**src/rtl/trigger_pkg.sv**
```systemverilog
// Shared types and constants for the trigger pulse generator.
`timescale 1ns/1ps
package trigger_pkg;

   typedef enum logic [1:0] {
      ST_IDLE  = 2'd0,
      ST_DELAY = 2'd1,
      ST_PULSE = 2'd2,
      ST_REARM = 2'd3
   } trig_state_e;

   localparam int DEF_CNT_W  = 32;
   localparam int DEF_NUM_CH = 4;

endpackage

```
**src/rtl/trigger_channel.sv**
```systemverilog
// One trigger channel: synchronizer, edge detect, delay/width FSM.
`timescale 1ns/1ps
module trigger_channel
   import trigger_pkg::*;
#(
   parameter int CNT_W = DEF_CNT_W
) (
   input  logic             clk,
   input  logic             reset,
   input  logic             i_trig,
   input  logic             i_enable,
   input  logic [CNT_W-1:0] i_delay,
   input  logic [CNT_W-1:0] i_width,
   input  logic             i_retrig,
   output logic             o_pulse,
   output logic             o_busy,
   output logic             o_miss
);

   localparam logic [CNT_W-1:0] C_ONE = CNT_W'(1);

   logic             r_sync1;
   logic             r_sync2;
   logic             r_prev;
   logic             r_rise;
   logic [1:0]       r_vld;
   trig_state_e      r_state;
   trig_state_e      w_next;
   logic [CNT_W-1:0] r_cnt;
   logic [CNT_W-1:0] w_cnt;
   logic [CNT_W-1:0] r_wlat;
   logic [CNT_W-1:0] w_wlat;
   logic [CNT_W-1:0] w_wsat;
   logic             r_pulse;
   logic             r_busy;
   logic             w_miss;

   assign w_wsat = (i_width == '0) ? C_ONE : i_width;

   // r_prev holds 1 until the synchronizer has refilled after reset,
   // so a level already high at release is not seen as a rise.
   always_ff @(posedge clk or negedge reset) begin
      if (!reset) begin
         r_sync1 <= 1'b0;
         r_sync2 <= 1'b0;
         r_vld   <= 2'b00;
         r_prev  <= 1'b1;
         r_rise  <= 1'b0;
      end else begin
         r_sync1 <= i_trig;
         r_sync2 <= r_sync1;
         r_vld   <= {r_vld[0], 1'b1};
         if (r_vld[1])
            r_prev <= r_sync2;
         r_rise  <= r_sync2 & ~r_prev;
      end
   end

   always_comb begin
      w_next = r_state;
      w_cnt  = r_cnt;
      w_wlat = r_wlat;
      w_miss = 1'b0;
      if (!i_enable) begin
         w_next = ST_IDLE;
         w_cnt  = '0;
      end else begin
         unique case (r_state)
            ST_IDLE: begin
               if (r_rise) begin
                  w_wlat = w_wsat;
                  if (i_delay != '0) begin
                     w_next = ST_DELAY;
                     w_cnt  = i_delay;
                  end else begin
                     w_next = ST_PULSE;
                     w_cnt  = w_wsat;
                  end
               end
            end
            ST_DELAY: begin
               w_miss = r_rise;
               if (r_cnt == C_ONE) begin
                  w_next = ST_PULSE;
                  w_cnt  = r_wlat;
               end else begin
                  w_cnt = r_cnt - C_ONE;
               end
            end
            ST_PULSE: begin
               if (r_rise && i_retrig) begin
                  w_cnt = r_wlat;
               end else begin
                  w_miss = r_rise;
                  if (r_cnt == C_ONE) begin
                     w_next = ST_REARM;
                     w_cnt  = '0;
                  end else begin
                     w_cnt = r_cnt - C_ONE;
                  end
               end
            end
            ST_REARM: begin
               if (!r_sync2)
                  w_next = ST_IDLE;
            end
         endcase
      end
   end

   always_ff @(posedge clk or negedge reset) begin
      if (!reset) begin
         r_state <= ST_IDLE;
         r_cnt   <= '0;
         r_wlat  <= '0;
         r_pulse <= 1'b0;
         r_busy  <= 1'b0;
      end else begin
         r_state <= w_next;
         r_cnt   <= w_cnt;
         r_wlat  <= w_wlat;
         r_pulse <= (w_next == ST_PULSE);
         r_busy  <= (w_next != ST_IDLE);
      end
   end

   assign o_pulse = r_pulse;
   assign o_busy  = r_busy;
   assign o_miss  = w_miss;

endmodule

```
**src/rtl/trigger_pulse_gen.sv**
```systemverilog
// Multi-channel delayed trigger pulse generator with sticky missed flags.
`timescale 1ns/1ps
module trigger_pulse_gen
   import trigger_pkg::*;
#(
   parameter int NUM_CH = DEF_NUM_CH,
   parameter int CNT_W  = DEF_CNT_W
) (
   input  logic              clk,
   input  logic              reset,
   input  logic [NUM_CH-1:0] trigger_in,
   input  logic [NUM_CH-1:0] ch_enable,
   input  logic [CNT_W-1:0]  delay_cycles,
   input  logic [CNT_W-1:0]  width_cycles,
   input  logic              retrigger_en,
   input  logic              clear_missed,
   output logic [NUM_CH-1:0] trigger_out,
   output logic [NUM_CH-1:0] busy,
   output logic [NUM_CH-1:0] missed
);

   logic [NUM_CH-1:0] w_miss;
   logic [NUM_CH-1:0] r_missed;

   for (genvar g = 0; g < NUM_CH; g++) begin : g_ch
      trigger_channel #(
         .CNT_W(CNT_W)
      ) u_ch (
         .clk     (clk),
         .reset   (reset),
         .i_trig  (trigger_in[g]),
         .i_enable(ch_enable[g]),
         .i_delay (delay_cycles),
         .i_width (width_cycles),
         .i_retrig(retrigger_en),
         .o_pulse (trigger_out[g]),
         .o_busy  (busy[g]),
         .o_miss  (w_miss[g])
      );
   end

   // A new miss on the same cycle as a clear keeps the flag set.
   always_ff @(posedge clk or negedge reset) begin
      if (!reset)
         r_missed <= '0;
      else
         r_missed <= w_miss | (r_missed & ~{NUM_CH{clear_missed}});
   end

   assign missed = r_missed;

endmodule
```
**config.mk**
```make
export PLATFORM = sky130hd
export DESIGN_NAME = trigger_pulse_gen
export DESIGN_NICKNAME = d
export VERILOG_FILES = /design/src/rtl/trigger_pkg.sv /design/src/rtl/trigger_channel.sv /design/src/rtl/trigger_pulse_gen.sv
export SDC_FILE = /design/constraint.sdc
export NUM_CORES = 1
export LEC_CHECK = 0
export ABC_CLOCK_PERIOD_IN_PS = 5000
export BUFFER_PORTS_ARGS = -buffer_cell sky130_fd_sc_hd__buf_2
export CAP_MARGIN = 20
export CORE_UTILIZATION = 45
export CTS_CLUSTER_DIAMETER = 50
export DETAILED_ROUTE_END_ITERATION = 8
export GPL_ROUTABILITY_DRIVEN = 0
export PLACE_DENSITY = 0.59
export SLEW_MARGIN = 20
export SYNTH_ARGS = -nofsm -noshare
export SYNTH_HDL_FRONTEND = slang
export SYNTH_SLANG_ARGS = --single-unit
```
**constraint.sdc**
```tcl
create_clock -name clk -period 5 [get_ports clk]
set_input_delay 1 -clock clk [delete_from_list [all_inputs] [get_ports clk]]
set_output_delay 1 -clock clk [all_outputs]
set_load 0.01 [all_outputs]
```
==> impl_metrics.ini <==
[route]
firstDrtPassIters = 5
dr.first_iter.drc_count = 2138
drc = 0
num_vias = 17300
wl_per_cell_um = 28.4
wl_um = 72200
via_per_inst = 6.82
ant_nets = 0

[die]
io_pins = 88
die_w_um = 202
core_area_um2 = 39000
die_area_um2 = 40700
fp-row-count = 72
die_y_um = 202
start_util = 0.460

[worst_hold_path]
holdPathEnd = g_ch[2].u_ch.r_sync2$_DFF_PN0_
hold_path.startpoint = g_ch[2].u_ch.r_sync1$_DFF_PN0_
hold_path.class = reg2reg
min_path_cells = 0

[clock_tree]
clock_latency_ns = 0.58
cts.path.max_buffers = 3
htree_num_levels = 2
cts_setup_buffers = 0
cts_tree = yes
cts_hold_buf = 0
cts_sinks = 294
root_buffer = clkbuf_16
numCtsBuffers = 42
path_clk_slew_ns = 0.06
cts_resized = 0

[sta]
worst_slew_pin_slew_ns = 1.08
timing.final.crit_share = 0.731
fmax_mhz = 274
finClkSkew_ns = 0.0192
slew_viol_final = 0
finalHoldViolCount = 0
setup_tns_ns = 0
period_minus_slack_ns = 3.65
rsz0062_at_grt = no
relSlewSlack = 0.271
setup_viol = 0

[logic_synthesis]
synth_commonest_cells = dfrtp_1 (290), nand2_1 (165), nor2_1 (128)
yosysMostFrequentCell = dfrtp_1
yosys_register_bits = 294
synth_cells = 1952
synth.top_cell.area_share = 0.405
yosysSeqAreaShare = 0.411
synth_area_leaders = dfrtp_1 (40%), mux2_2 (6.7%), o21ai_0 (3.5%)
postSynthAreaPerCell_um2 = 9.19
syn_nets = 2052
ys_warn_count = 0
synth_largest_area_cell = dfrtp_1
synth_flop_cell = dfrtp_1
async_reset_ff_frac = 1.00
synth_cell_types = 80
synth-edff-count = 0
syn_area_um2 = 17900

[grt]
gr-usage-all-layers = 0.353
grt_first_pass_wirelength_um = 107000
grt_start_max_net_pins = 129
antenna_found_initial = 7
gr-total-overflow = 0
grt_pass1_vias = 16200

[outcome]
status = finished, final reports clean

[worst_setup_path]
r2r_start = g_ch[1].u_ch.r_cnt[2]$_DFFE_PN0P_
r2r_slack_ns = 1.35
r2r-end = g_ch[1].u_ch.r_cnt[25]$_DFFE_PN0P_
cp_max_fo = 22
required_ns = 5.44
cp.arrival_ns = 4.10
slowest_stage = nor4_1
crit_path_max_incr_delay_ns = 0.89
crit_buf_inv = 0
crit_type = reg2reg
end_kind = flip-flop
critical_path.cell_chain = nor4_1, nand4_1, nor3_1, a21o_1, a221oi_1, a2111oi_0
crit_family = simple AND/OR/NAND/NOR gates
cp-start-kind = flip-flop
reg2reg_depth = 6

[placed_design]
port_buffers = 87
hpwl_um = 47200

[finish]
final_nets = 2088
synthToLayoutAreaGrowth_pct = 13.6
drive_above_1_share = 0.182
utilization = 0.522
reg.largest.list = g_ch.u_ch.r_cnt: 128 flops, g_ch.u_ch.r_wlat: 128 flops, g_ch.u_ch.r_state: 8 flops

[power_and_ir_drop]
peakVddDrop_uv = 415
power_density_nw_per_um2 = 811
p_leak_nw = 8.80

[flow_run]
max_cap_violations = 0
-- cell type report --
class                           instances  area, um^2
Fill cell                            3596       18600
Antenna cell                            3        7.51
Sequential cell                       294        7360
Clock buffer                           50        1140
Inverter                               68         255
Timing Repair Buffer                  141         883
Clock inverter                         27         349
Multi-Input combinational cell       1441        9730
Tap cell                              518         648
-- power breakdown --
group | leakage, nW | total (W) | internal, W | switching [W]
Combinational | 4.32 | 0.00883 | 0.00324 | 0.00560
Clock | 0.734 | 0.00323 | 0.00197 | 0.00126
Sequential | 3.75 | 0.00445 | 0.00339 | 0.00106
-- kinds of logic (layout without fill, tap and decap cells) --
family                   after synthesis  after routing  synth area share
AO/OA/AOI/OAI                        616            616             0.243
AND/OR/NAND/NOR                      616            616             0.176
flip-flops                           294            294             0.411
buffers and inverters                217            286            0.0490
multiplexers                         109            109            0.0683
XOR/XNOR                              75             75            0.0366
adder cells (fa/ha/maj)               24             24            0.0167
other                                  1              4          0.000209
-- through the flow --
step	hold WS [ns]	instances	area, um^2	total power (W)	setup WS, ns
final	0.348	2542	20400	0.0165	1.35
after global routing	0.357	2539	20400	0.0175	1.15
after detailed placement	0.340	2461	18900	0.0130	1.11
after floorplan	0.331	1952	17900	0.0105	2.31
after CTS	0.352	2538	20300	0.0163	1.40
after global placement	0.333	2461	18800	0.0129	1.20
-- cell usage in the layout (no fill, tap or decap), types with 15 or more instances in the layout --
cell type and instances:
a21oi_1 84, o221ai_1 40, a22oi_1 19, mux2_2 107
a211oi_1 28, o211ai_1 19, o31ai_1 33, buf_4 52
dfrtp_1 290, o22ai_1 21, buf_2 86, nor3_1 66
xnor2_1 25, o32ai_1 17, o21ai_0 124, nand2b_1 15
nand3_1 45, inv_1 66, a221oi_1 67, a21o_1 25
or3_1 28, nand2_1 165, xor2_1 50, clkbuf_16 43
o21a_1 26, nor2_1 126, or4_1 22, ha_1 24
nor4_1 57
-- worst max path at each step --
stage / start / to / slack (ns) / cells after the start
floorplan: g_ch[0].u_ch.r_cnt[10]$_DFFE_PN0P_ / g_ch[0].u_ch.r_cnt[19]$_DFFE_PN0P_ / 2.31 / 7
global placement: delay_cycles[30] / g_ch[2].u_ch.r_cnt[21]$_DFFE_PN0P_ / 1.20 / 8
detailed placement: delay_cycles[30] / g_ch[2].u_ch.r_cnt[21]$_DFFE_PN0P_ / 1.11 / 8
CTS: g_ch[1].u_ch.r_cnt[2]$_DFFE_PN0P_ / g_ch[1].u_ch.r_cnt[25]$_DFFE_PN0P_ / 1.40 / 6
global route: g_ch[1].u_ch.r_cnt[2]$_DFFE_PN0P_ / g_ch[1].u_ch.r_cnt[25]$_DFFE_PN0P_ / 1.15 / 6
finish: g_ch[1].u_ch.r_cnt[2]$_DFFE_PN0P_ / g_ch[1].u_ch.r_cnt[25]$_DFFE_PN0P_ / 1.35 / 6
-- per-layer routing --
metal | up-vias | GRT usage | wire length (um)
li1 | 7509 | - | -
met1 | 8529 | 0.482 | 29100
met2 | 1088 | 0.506 | 30400
met3 | 203 | 0.0917 | 8560
met4 | 0 | 0.195 | 4210
met5 | - | 0 | 0
No activity file was read; power rests on OpenSTA's default activity.
